$ cat src/rtl/flash_op_arbiter_if.sv
// Bundle of the client-side and flash_drive-side signals around flash_op_arbiter.
// The slave modport belongs to the arbiter; the master modport is the surrounding logic.
`timescale 1ns/1ps
interface flash_op_arbiter_if #(
  parameter int P_ADDR_WIDTH = 24,
  parameter int P_NUM_WIDTH  = 9
);
  logic [1:0]              i_c0_operation_type;
  logic [P_ADDR_WIDTH-1:0] i_c0_operation_addr;
  logic [P_NUM_WIDTH-1:0]  i_c0_operation_num;
  logic                    i_c0_operation_valid;
  logic                    o_c0_operation_ready;
  logic [7:0]              i_c0_write_data;
  logic                    i_c0_write_sop;
  logic                    i_c0_write_eop;
  logic                    i_c0_write_valid;
  logic [7:0]              o_c0_read_data;
  logic                    o_c0_read_sop;
  logic                    o_c0_read_eop;
  logic                    o_c0_read_valid;

  logic [1:0]              i_c1_operation_type;
  logic [P_ADDR_WIDTH-1:0] i_c1_operation_addr;
  logic [P_NUM_WIDTH-1:0]  i_c1_operation_num;
  logic                    i_c1_operation_valid;
  logic                    o_c1_operation_ready;
  logic [7:0]              i_c1_write_data;
  logic                    i_c1_write_sop;
  logic                    i_c1_write_eop;
  logic                    i_c1_write_valid;
  logic [7:0]              o_c1_read_data;
  logic                    o_c1_read_sop;
  logic                    o_c1_read_eop;
  logic                    o_c1_read_valid;

  logic [1:0]              o_flash_operation_type;
  logic [P_ADDR_WIDTH-1:0] o_flash_operation_addr;
  logic [P_NUM_WIDTH-1:0]  o_flash_operation_num;
  logic                    o_flash_operation_valid;
  logic                    i_flash_operation_ready;
  logic [7:0]              o_flash_write_data;
  logic                    o_flash_write_sop;
  logic                    o_flash_write_eop;
  logic                    o_flash_write_valid;
  logic [7:0]              i_flash_read_data;
  logic                    i_flash_read_sop;
  logic                    i_flash_read_eop;
  logic                    i_flash_read_valid;

  logic                    o_busy;
  logic                    o_grant;

  modport slave (
    input  i_c0_operation_type, i_c0_operation_addr, i_c0_operation_num, i_c0_operation_valid,
    input  i_c0_write_data, i_c0_write_sop, i_c0_write_eop, i_c0_write_valid,
    output o_c0_operation_ready, o_c0_read_data, o_c0_read_sop, o_c0_read_eop, o_c0_read_valid,
    input  i_c1_operation_type, i_c1_operation_addr, i_c1_operation_num, i_c1_operation_valid,
    input  i_c1_write_data, i_c1_write_sop, i_c1_write_eop, i_c1_write_valid,
    output o_c1_operation_ready, o_c1_read_data, o_c1_read_sop, o_c1_read_eop, o_c1_read_valid,
    output o_flash_operation_type, o_flash_operation_addr, o_flash_operation_num,
    output o_flash_operation_valid,
    input  i_flash_operation_ready,
    output o_flash_write_data, o_flash_write_sop, o_flash_write_eop, o_flash_write_valid,
    input  i_flash_read_data, i_flash_read_sop, i_flash_read_eop, i_flash_read_valid,
    output o_busy, o_grant
  );

  modport master (
    output i_c0_operation_type, i_c0_operation_addr, i_c0_operation_num, i_c0_operation_valid,
    output i_c0_write_data, i_c0_write_sop, i_c0_write_eop, i_c0_write_valid,
    input  o_c0_operation_ready, o_c0_read_data, o_c0_read_sop, o_c0_read_eop, o_c0_read_valid,
    output i_c1_operation_type, i_c1_operation_addr, i_c1_operation_num, i_c1_operation_valid,
    output i_c1_write_data, i_c1_write_sop, i_c1_write_eop, i_c1_write_valid,
    input  o_c1_operation_ready, o_c1_read_data, o_c1_read_sop, o_c1_read_eop, o_c1_read_valid,
    input  o_flash_operation_type, o_flash_operation_addr, o_flash_operation_num,
    input  o_flash_operation_valid,
    output i_flash_operation_ready,
    input  o_flash_write_data, o_flash_write_sop, o_flash_write_eop, o_flash_write_valid,
    output i_flash_read_data, i_flash_read_sop, i_flash_read_eop, i_flash_read_valid,
    input  o_busy, o_grant
  );
endinterface

$ cat src/rtl/flash_op_arbiter.sv
// Two-client arbiter sharing one flash_drive operation port and its write/read streams.
// Optional macro FLASH_ARB_RR_EN: round-robin arbitration; undefined gives client 0 fixed priority.
`timescale 1ns/1ps
module flash_op_arbiter #(
  parameter int P_ADDR_WIDTH = 24,
  parameter int P_NUM_WIDTH  = 9
) (
  input logic               i_clk,
  input logic               i_rst,
  flash_op_arbiter_if.slave bus
);

  typedef enum logic [1:0] {IDLE = 2'd0, ISSUE = 2'd1, BUSY = 2'd2} state_t;

  state_t                  state;
  logic [1:0]              op_type_r;
  logic [P_ADDR_WIDTH-1:0] op_addr_r;
  logic [P_NUM_WIDTH-1:0]  op_num_r;
  logic                    op_valid_r;
  logic                    busy_r;
  logic                    grant_r;
  logic                    saw_low_r;

  logic [7:0] c0_rd_data_p0, c1_rd_data_p0;
  logic       c0_rd_sop_p0,  c1_rd_sop_p0;
  logic       c0_rd_eop_p0,  c1_rd_eop_p0;
  logic       c0_rd_vld_p0,  c1_rd_vld_p0;

  logic req0, req1, arb_fire, win, wr_active;
  logic [1:0]              win_type;
  logic [P_ADDR_WIDTH-1:0] win_addr;
  logic [P_NUM_WIDTH-1:0]  win_num;

  assign req0     = bus.i_c0_operation_valid;
  assign req1     = bus.i_c1_operation_valid;
  assign arb_fire = (state == IDLE) && !i_rst && bus.i_flash_operation_ready && (req0 || req1);

`ifdef FLASH_ARB_RR_EN
  // Pointer holds the last client served; on a tie the other client goes next.
  logic last_r;
  assign win = (req0 && req1) ? ~last_r : req1;
`else
  assign win = ~req0;
`endif

  assign win_type = win ? bus.i_c1_operation_type : bus.i_c0_operation_type;
  assign win_addr = win ? bus.i_c1_operation_addr : bus.i_c0_operation_addr;
  assign win_num  = win ? bus.i_c1_operation_num  : bus.i_c0_operation_num;

  assign bus.o_c0_operation_ready = arb_fire && !win;
  assign bus.o_c1_operation_ready = arb_fire &&  win;

  assign bus.o_flash_operation_type  = op_type_r;
  assign bus.o_flash_operation_addr  = op_addr_r;
  assign bus.o_flash_operation_num   = op_num_r;
  assign bus.o_flash_operation_valid = op_valid_r;
  assign bus.o_busy                  = busy_r;
  assign bus.o_grant                 = grant_r;

  // Write stream follows the owner for the whole operation; framing is muted while idle.
  assign wr_active              = (state != IDLE);
  assign bus.o_flash_write_data  = grant_r ? bus.i_c1_write_data : bus.i_c0_write_data;
  assign bus.o_flash_write_sop   = wr_active && (grant_r ? bus.i_c1_write_sop   : bus.i_c0_write_sop);
  assign bus.o_flash_write_eop   = wr_active && (grant_r ? bus.i_c1_write_eop   : bus.i_c0_write_eop);
  assign bus.o_flash_write_valid = wr_active && (grant_r ? bus.i_c1_write_valid : bus.i_c0_write_valid);

  always_ff @(posedge i_clk) begin
    if (i_rst) begin
      state      <= IDLE;
      op_type_r  <= '0;
      op_addr_r  <= '0;
      op_num_r   <= '0;
      op_valid_r <= 1'b0;
      busy_r     <= 1'b0;
      grant_r    <= 1'b0;
      saw_low_r  <= 1'b0;
`ifdef FLASH_ARB_RR_EN
      last_r     <= 1'b1;
`endif
    end else begin
      case (state)
        IDLE: begin
          if (arb_fire) begin
            op_type_r  <= win_type;
            op_addr_r  <= win_addr;
            op_num_r   <= win_num;
            op_valid_r <= 1'b1;
            busy_r     <= 1'b1;
            grant_r    <= win;
`ifdef FLASH_ARB_RR_EN
            last_r     <= win;
`endif
            state      <= ISSUE;
          end
        end
        ISSUE: begin
          if (bus.i_flash_operation_ready) begin
            op_valid_r <= 1'b0;
            saw_low_r  <= 1'b0;
            state      <= BUSY;
          end
        end
        BUSY: begin
          // Ready is still high in the acceptance cycle; completion is the first rise after a low.
          if (!bus.i_flash_operation_ready) begin
            saw_low_r <= 1'b1;
          end else if (saw_low_r) begin
            busy_r <= 1'b0;
            state  <= IDLE;
          end
        end
        default: state <= IDLE;
      endcase
    end
  end

  // p0: read stream registered once and steered to the owner
  always_ff @(posedge i_clk) begin
    if (i_rst) begin
      c0_rd_data_p0 <= '0;
      c0_rd_sop_p0  <= 1'b0;
      c0_rd_eop_p0  <= 1'b0;
      c0_rd_vld_p0  <= 1'b0;
      c1_rd_data_p0 <= '0;
      c1_rd_sop_p0  <= 1'b0;
      c1_rd_eop_p0  <= 1'b0;
      c1_rd_vld_p0  <= 1'b0;
    end else begin
      c0_rd_data_p0 <= grant_r ? 8'h00 : bus.i_flash_read_data;
      c0_rd_sop_p0  <= !grant_r && bus.i_flash_read_sop;
      c0_rd_eop_p0  <= !grant_r && bus.i_flash_read_eop;
      c0_rd_vld_p0  <= !grant_r && bus.i_flash_read_valid;
      c1_rd_data_p0 <= grant_r ? bus.i_flash_read_data : 8'h00;
      c1_rd_sop_p0  <= grant_r && bus.i_flash_read_sop;
      c1_rd_eop_p0  <= grant_r && bus.i_flash_read_eop;
      c1_rd_vld_p0  <= grant_r && bus.i_flash_read_valid;
    end
  end

  assign bus.o_c0_read_data  = c0_rd_data_p0;
  assign bus.o_c0_read_sop   = c0_rd_sop_p0;
  assign bus.o_c0_read_eop   = c0_rd_eop_p0;
  assign bus.o_c0_read_valid = c0_rd_vld_p0;
  assign bus.o_c1_read_data  = c1_rd_data_p0;
  assign bus.o_c1_read_sop   = c1_rd_sop_p0;
  assign bus.o_c1_read_eop   = c1_rd_eop_p0;
  assign bus.o_c1_read_valid = c1_rd_vld_p0;

endmodule

$ cat src/flat_wrapper.sv
// flat-port wrapper written by rule: the top's interface ports become plain ports
module flash_op_arbiter_flat 
#(
  parameter int P_ADDR_WIDTH = 24,
  parameter int P_NUM_WIDTH  = 9
)
  (i_clk, i_rst, bus_i_c0_operation_type, bus_i_c0_operation_addr, bus_i_c0_operation_num, bus_i_c0_operation_valid, bus_i_c0_write_data, bus_i_c0_write_sop, bus_i_c0_write_eop, bus_i_c0_write_valid, bus_o_c0_operation_ready, bus_o_c0_read_data, bus_o_c0_read_sop, bus_o_c0_read_eop, bus_o_c0_read_valid, bus_i_c1_operation_type, bus_i_c1_operation_addr, bus_i_c1_operation_num, bus_i_c1_operation_valid, bus_i_c1_write_data, bus_i_c1_write_sop, bus_i_c1_write_eop, bus_i_c1_write_valid, bus_o_c1_operation_ready, bus_o_c1_read_data, bus_o_c1_read_sop, bus_o_c1_read_eop, bus_o_c1_read_valid, bus_o_flash_operation_type, bus_o_flash_operation_addr, bus_o_flash_operation_num, bus_o_flash_operation_valid, bus_i_flash_operation_ready, bus_o_flash_write_data, bus_o_flash_write_sop, bus_o_flash_write_eop, bus_o_flash_write_valid, bus_i_flash_read_data, bus_i_flash_read_sop, bus_i_flash_read_eop, bus_i_flash_read_valid, bus_o_busy, bus_o_grant);
  flash_op_arbiter_if #(.P_ADDR_WIDTH(P_ADDR_WIDTH), .P_NUM_WIDTH(P_NUM_WIDTH)) bus_i ();
  input logic i_clk;
  input logic i_rst;
  input wire logic [$bits(bus_i.i_c0_operation_type)-1:0] bus_i_c0_operation_type;
  input wire logic [$bits(bus_i.i_c0_operation_addr)-1:0] bus_i_c0_operation_addr;
  input wire logic [$bits(bus_i.i_c0_operation_num)-1:0] bus_i_c0_operation_num;
  input wire logic [$bits(bus_i.i_c0_operation_valid)-1:0] bus_i_c0_operation_valid;
  input wire logic [$bits(bus_i.i_c0_write_data)-1:0] bus_i_c0_write_data;
  input wire logic [$bits(bus_i.i_c0_write_sop)-1:0] bus_i_c0_write_sop;
  input wire logic [$bits(bus_i.i_c0_write_eop)-1:0] bus_i_c0_write_eop;
  input wire logic [$bits(bus_i.i_c0_write_valid)-1:0] bus_i_c0_write_valid;
  output wire logic [$bits(bus_i.o_c0_operation_ready)-1:0] bus_o_c0_operation_ready;
  output wire logic [$bits(bus_i.o_c0_read_data)-1:0] bus_o_c0_read_data;
  output wire logic [$bits(bus_i.o_c0_read_sop)-1:0] bus_o_c0_read_sop;
  output wire logic [$bits(bus_i.o_c0_read_eop)-1:0] bus_o_c0_read_eop;
  output wire logic [$bits(bus_i.o_c0_read_valid)-1:0] bus_o_c0_read_valid;
  input wire logic [$bits(bus_i.i_c1_operation_type)-1:0] bus_i_c1_operation_type;
  input wire logic [$bits(bus_i.i_c1_operation_addr)-1:0] bus_i_c1_operation_addr;
  input wire logic [$bits(bus_i.i_c1_operation_num)-1:0] bus_i_c1_operation_num;
  input wire logic [$bits(bus_i.i_c1_operation_valid)-1:0] bus_i_c1_operation_valid;
  input wire logic [$bits(bus_i.i_c1_write_data)-1:0] bus_i_c1_write_data;
  input wire logic [$bits(bus_i.i_c1_write_sop)-1:0] bus_i_c1_write_sop;
  input wire logic [$bits(bus_i.i_c1_write_eop)-1:0] bus_i_c1_write_eop;
  input wire logic [$bits(bus_i.i_c1_write_valid)-1:0] bus_i_c1_write_valid;
  output wire logic [$bits(bus_i.o_c1_operation_ready)-1:0] bus_o_c1_operation_ready;
  output wire logic [$bits(bus_i.o_c1_read_data)-1:0] bus_o_c1_read_data;
  output wire logic [$bits(bus_i.o_c1_read_sop)-1:0] bus_o_c1_read_sop;
  output wire logic [$bits(bus_i.o_c1_read_eop)-1:0] bus_o_c1_read_eop;
  output wire logic [$bits(bus_i.o_c1_read_valid)-1:0] bus_o_c1_read_valid;
  output wire logic [$bits(bus_i.o_flash_operation_type)-1:0] bus_o_flash_operation_type;
  output wire logic [$bits(bus_i.o_flash_operation_addr)-1:0] bus_o_flash_operation_addr;
  output wire logic [$bits(bus_i.o_flash_operation_num)-1:0] bus_o_flash_operation_num;
  output wire logic [$bits(bus_i.o_flash_operation_valid)-1:0] bus_o_flash_operation_valid;
  input wire logic [$bits(bus_i.i_flash_operation_ready)-1:0] bus_i_flash_operation_ready;
  output wire logic [$bits(bus_i.o_flash_write_data)-1:0] bus_o_flash_write_data;
  output wire logic [$bits(bus_i.o_flash_write_sop)-1:0] bus_o_flash_write_sop;
  output wire logic [$bits(bus_i.o_flash_write_eop)-1:0] bus_o_flash_write_eop;
  output wire logic [$bits(bus_i.o_flash_write_valid)-1:0] bus_o_flash_write_valid;
  input wire logic [$bits(bus_i.i_flash_read_data)-1:0] bus_i_flash_read_data;
  input wire logic [$bits(bus_i.i_flash_read_sop)-1:0] bus_i_flash_read_sop;
  input wire logic [$bits(bus_i.i_flash_read_eop)-1:0] bus_i_flash_read_eop;
  input wire logic [$bits(bus_i.i_flash_read_valid)-1:0] bus_i_flash_read_valid;
  output wire logic [$bits(bus_i.o_busy)-1:0] bus_o_busy;
  output wire logic [$bits(bus_i.o_grant)-1:0] bus_o_grant;
  assign bus_i.i_c0_operation_type = bus_i_c0_operation_type;
  assign bus_i.i_c0_operation_addr = bus_i_c0_operation_addr;
  assign bus_i.i_c0_operation_num = bus_i_c0_operation_num;
  assign bus_i.i_c0_operation_valid = bus_i_c0_operation_valid;
  assign bus_i.i_c0_write_data = bus_i_c0_write_data;
  assign bus_i.i_c0_write_sop = bus_i_c0_write_sop;
  assign bus_i.i_c0_write_eop = bus_i_c0_write_eop;
  assign bus_i.i_c0_write_valid = bus_i_c0_write_valid;
  assign bus_o_c0_operation_ready = bus_i.o_c0_operation_ready;
  assign bus_o_c0_read_data = bus_i.o_c0_read_data;
  assign bus_o_c0_read_sop = bus_i.o_c0_read_sop;
  assign bus_o_c0_read_eop = bus_i.o_c0_read_eop;
  assign bus_o_c0_read_valid = bus_i.o_c0_read_valid;
  assign bus_i.i_c1_operation_type = bus_i_c1_operation_type;
  assign bus_i.i_c1_operation_addr = bus_i_c1_operation_addr;
  assign bus_i.i_c1_operation_num = bus_i_c1_operation_num;
  assign bus_i.i_c1_operation_valid = bus_i_c1_operation_valid;
  assign bus_i.i_c1_write_data = bus_i_c1_write_data;
  assign bus_i.i_c1_write_sop = bus_i_c1_write_sop;
  assign bus_i.i_c1_write_eop = bus_i_c1_write_eop;
  assign bus_i.i_c1_write_valid = bus_i_c1_write_valid;
  assign bus_o_c1_operation_ready = bus_i.o_c1_operation_ready;
  assign bus_o_c1_read_data = bus_i.o_c1_read_data;
  assign bus_o_c1_read_sop = bus_i.o_c1_read_sop;
  assign bus_o_c1_read_eop = bus_i.o_c1_read_eop;
  assign bus_o_c1_read_valid = bus_i.o_c1_read_valid;
  assign bus_o_flash_operation_type = bus_i.o_flash_operation_type;
  assign bus_o_flash_operation_addr = bus_i.o_flash_operation_addr;
  assign bus_o_flash_operation_num = bus_i.o_flash_operation_num;
  assign bus_o_flash_operation_valid = bus_i.o_flash_operation_valid;
  assign bus_i.i_flash_operation_ready = bus_i_flash_operation_ready;
  assign bus_o_flash_write_data = bus_i.o_flash_write_data;
  assign bus_o_flash_write_sop = bus_i.o_flash_write_sop;
  assign bus_o_flash_write_eop = bus_i.o_flash_write_eop;
  assign bus_o_flash_write_valid = bus_i.o_flash_write_valid;
  assign bus_i.i_flash_read_data = bus_i_flash_read_data;
  assign bus_i.i_flash_read_sop = bus_i_flash_read_sop;
  assign bus_i.i_flash_read_eop = bus_i_flash_read_eop;
  assign bus_i.i_flash_read_valid = bus_i_flash_read_valid;
  assign bus_o_busy = bus_i.o_busy;
  assign bus_o_grant = bus_i.o_grant;
  flash_op_arbiter #(.P_ADDR_WIDTH(P_ADDR_WIDTH), .P_NUM_WIDTH(P_NUM_WIDTH)) u_core (.i_clk(i_clk), .i_rst(i_rst), .bus(bus_i));
endmodule
$ cat config.mk
export PLATFORM = sky130hd
export DESIGN_NAME = flash_op_arbiter_flat
export DESIGN_NICKNAME = d
export VERILOG_FILES = /design/src/rtl/flash_op_arbiter_if.sv /design/src/rtl/flash_op_arbiter.sv /design/src/flat_wrapper.sv
export SDC_FILE = /design/constraint.sdc
export NUM_CORES = 1
export LEC_CHECK = 0
export CAP_MARGIN = 20
export CORE_UTILIZATION = 33
export CTS_CLUSTER_SIZE = 14
export DETAILED_ROUTE_END_ITERATION = 8
export HOLD_SLACK_MARGIN = 0.06
export PLACE_DENSITY = 0.74
export SLEW_MARGIN = 15
export SYNTH_ARGS = -nofsm -noshare
export SYNTH_HDL_FRONTEND = slang
export SYNTH_SLANG_ARGS = --single-unit
$ cat constraint.sdc
create_clock -name i_clk -period 1.27 [get_ports i_clk]
set_input_delay 0.254 -clock i_clk [delete_from_list [all_inputs] [get_ports i_clk]]
set_output_delay 0.254 -clock i_clk [all_outputs]
set_load 0.05 [all_outputs]
==> impl_metrics.toml <==
[detailed_routing]
first_iter_violations = 75
ant_nets = 0
wl_met3_um = 767
vias = 2793
wl_per_cell_um = 17.2
wl_met1_um = 3650
firstDrtPassIters = 4
via_per_inst = 4.88
wirelength_um = 9840
route.met2.wl_um = 5190
highest_layer = "met5"
post-route-drc-count = 0

[critical_path]
critical_path_depth = 8
crit_arrival_ns = 1.78
rr_worst_depth = 8
crit_type = "flop to flop"
slowest_delay_ns = 0.35
crit_slowest_cell = "dfxtp_2"
critPathTopFamily = "buffers and inverters"
r2r_end = "u_core.bus.o_flash_operation_num[5]$_SDFFE_PP0P_"
worst_r2r_startpoint = "u_core.state[1]$_SDFFE_PP0P_"
cp_max_fo = 5
worst-path-buf-inv = 5
r2r_slack_ns = -0.30
crit_chain = "nor3_4 -> buf_4 -> buf_6 -> and2_4 -> buf_12 -> buf_12 -> buf_16 -> a211oi_2"
endpoint_kind = "flop"
start_kind = "flop"
crit_top_cell = "buf_12"
worstPathRequired_ns = 1.47

[final_layout]
multi_input_area_um2 = 1520
nFillCells = 549
seqCellArea_um2 = 1270
utilization = 0.740
layout-drive-gt1-share = 0.413
instances_no_fill = 572
fin_nets = 571
diodes = 0
areaGrowthSynthToFinish_pct = 114

[yosys]
async_flop_share = 0
postSynthCellCount = 258
seq_area_frac_synth = 0.440
syn_area_um2 = 2870
yosys_register_bits = 63
synth_edf_count = 0
synth_nets = 366
synth_cell_types = 28
syn_avg_cell_area_um2 = 11.1
yosysWarnings = 0
synthFlopType = "dfxtp_1"

[sta]
fmax_mhz = 636
rsz0062_at_grt = "yes"
min_period_ns = 1.57
max_slew_margin = 0.754
setup_viol = 49
tightest_slew_ns = 0.369
worst_slack_ns = -0.302
min_period_over_period = 1.24
drv_slew = 0
clock_skew_ns = 0.00495
tns_ns = -11.88
hold_violations = 0

[placement]
port_buffers = 180
gp_congestion = 0.794
place_inst = 542
hpwl_um = 7110

[die]
design.die.area_um2 = 9070
ioPinCount = 181
initial_core_util = 0.346
die_w_um = 95.2
fp.dieH_um = 95.2
row_count = 33
design.core.area_um2 = 8300

[clock_network]
clk_latency_ns = 0.33
htreeDepth = 3
cts_inserted_buffers = 9
clk_pin_slew_worst_paths_ns = 0.07
clock_path_buffers = 2
cts_root_buffer = "clkbuf_8"
cts_hold_buf = 0
cts_tree = "yes"
numClockSinks = 63

[global_route]
grt_pass1_wl_um = 14900
first_global_vias = 2926
antenna_found_initial = 1
grt_usage = 0.217
grt_max_degree = 25
grt-ovfl-total = 0

[power_and_ir_drop]
power.leakage_uw = 0.00243
power_uw = 6310
cellPowerDensity_nw_per_um2 = 1030
max-vdd-ir-drop_mv = 0.519

[min_path]
hold_path_class = "input pin to flop"
hold_depth = 5
hp-start = "i_rst"
holdPathEnd = "u_core.bus.o_grant$_SDFFE_PP0P_"

[status]
violations = "setup timing"
status = "finished, violations left"

[flow_run]
drv_cap = 0
==> per-layer routing <==
layer / track usage / vias to the layer above
met3: 0.0566 / 22
met1: 0.238 / 1309
met4: 0.0821 / 2
met5: 0 / -
met2: 0.395 / 128
li1: - / 1332
==> report_power, final <==
part	leakage [uW]	internal, uW	switching, uW
Clock	0.000105	992	758
Sequential	0.000518	2100	129
Combinational	0.00181	1260	1080
Total	0.00243	4350	1960
==> cell type report <==
| class | count | share of cell area |
|---|---|---|
| Clock inverter | 4 | 0.00734 |
| Sequential cell | 63 | 0.206 |
| Multi-Input combinational cell | 167 | 0.247 |
| Timing Repair Buffer | 219 | 0.492 |
| Inverter | 3 | 0.00183 |
| Clock buffer | 11 | 0.0247 |
| Tap cell | 105 | 0.0214 |
==> registers in the layout, indices dropped and copies added (netlist names), 2 cells and up <==
name and count:
u_core.bus.o_c1_read_data 8, u_core.bus.o_c0_read_data 8, u_core.bus.o_flash_operation_type 2, u_core.state 2, u_core.bus.o_flash_operation_num 9, u_core.bus.o_flash_operation_addr 24
==> cells by family after synthesis <==
logic type / after synthesis / share of synthesized area
buf+inv: 28 / 0.0720
flops: 63 / 0.440
simple gates: 42 / 0.0873
compound gates: 77 / 0.230
mux: 48 / 0.171
==> worst max path at each step <==
stage                                 startpoint                                           endpoint  slack, ns
CTS                 u_core.state[1]$_SDFFE_PP0P_                           bus_o_c0_operation_ready      -0.31
global placement        bus_i_c1_operation_valid  u_core.bus.o_flash_operation_type[1]$_SDFFE_PP0P_      -0.29
detailed placement   bus_i_flash_operation_ready  u_core.bus.o_flash_operation_addr[0]$_SDFFE_PP0P_      -0.38
finish              u_core.state[1]$_SDFFE_PP0P_   u_core.bus.o_flash_operation_num[5]$_SDFFE_PP0P_      -0.30
global route        u_core.state[1]$_SDFFE_PP0P_  u_core.bus.o_flash_operation_addr[3]$_SDFFE_PP0P_      -0.36
floorplan           u_core.state[0]$_SDFFE_PP0P_                           bus_o_c1_operation_ready      -0.16
==> worst register-to-register path, cell delays in order, from the launching register on <==
cell and delay (ns):
dfxtp_2 0.35, nor3_4 0.27, buf_4 0.18, buf_6 0.09, and2_4 0.18, buf_12 0.12
buf_12 0.10, buf_16 0.11, a211oi_2 0.06
==> metrics by stage <==
stage	hold WS (ns)	instance area, um2	setup WS, ns
detailed placement	0.456	5650	-0.381
global placement	0.450	5650	-0.287
finish	0.369	6140	-0.302
global route	0.371	6140	-0.356
CTS	0.350	6120	-0.309
floorplan	0.376	2960	-0.162
==> synthesized netlist by cell type, types with 2 or more instances <==
| library cell | instances | area, um2 |
|---|---|---|
| dfxtp_1 | 63 | 1260 |
| mux2i_1 | 40 | 400 |
| a21oi_1 | 31 | 155 |
| a211oi_2 | 30 | 375 |
| and2_1 | 23 | 144 |
| buf_6 | 10 | 113 |
| a21oi_2 | 8 | 70.1 |
| mux2_2 | 8 | 90.1 |
| nor2_1 | 7 | 26.3 |
| buf_2 | 6 | 30.0 |
| a211oi_1 | 5 | 37.5 |
| clkbuf_1 | 5 | 18.8 |
| nand2_1 | 4 | 15.0 |
| inv_1 | 3 | 11.3 |
| buf_4 | 2 | 15.0 |
==> what timing repair did <==
item / 4_1_cts / 5_1_grt
cloned: 3 / 0
resized for setup: 21 / 4
setup buffers: 14 / 1
setup endpoints to repair: 49 / 60
pin swaps: 5 / 0
==> cell usage in the layout (no fill, tap or decap), drive strengths merged, types with 5 or more instances in the layout <==
master and n:
a211oi 35, and2 23, clkbuf 11, mux2i 40, nor2 7, dfxtp 63, mux2 8, clkdlybuf4s50 105
nand2 5, a21oi 39, buf 114
(Power assumes the default switching activity.)
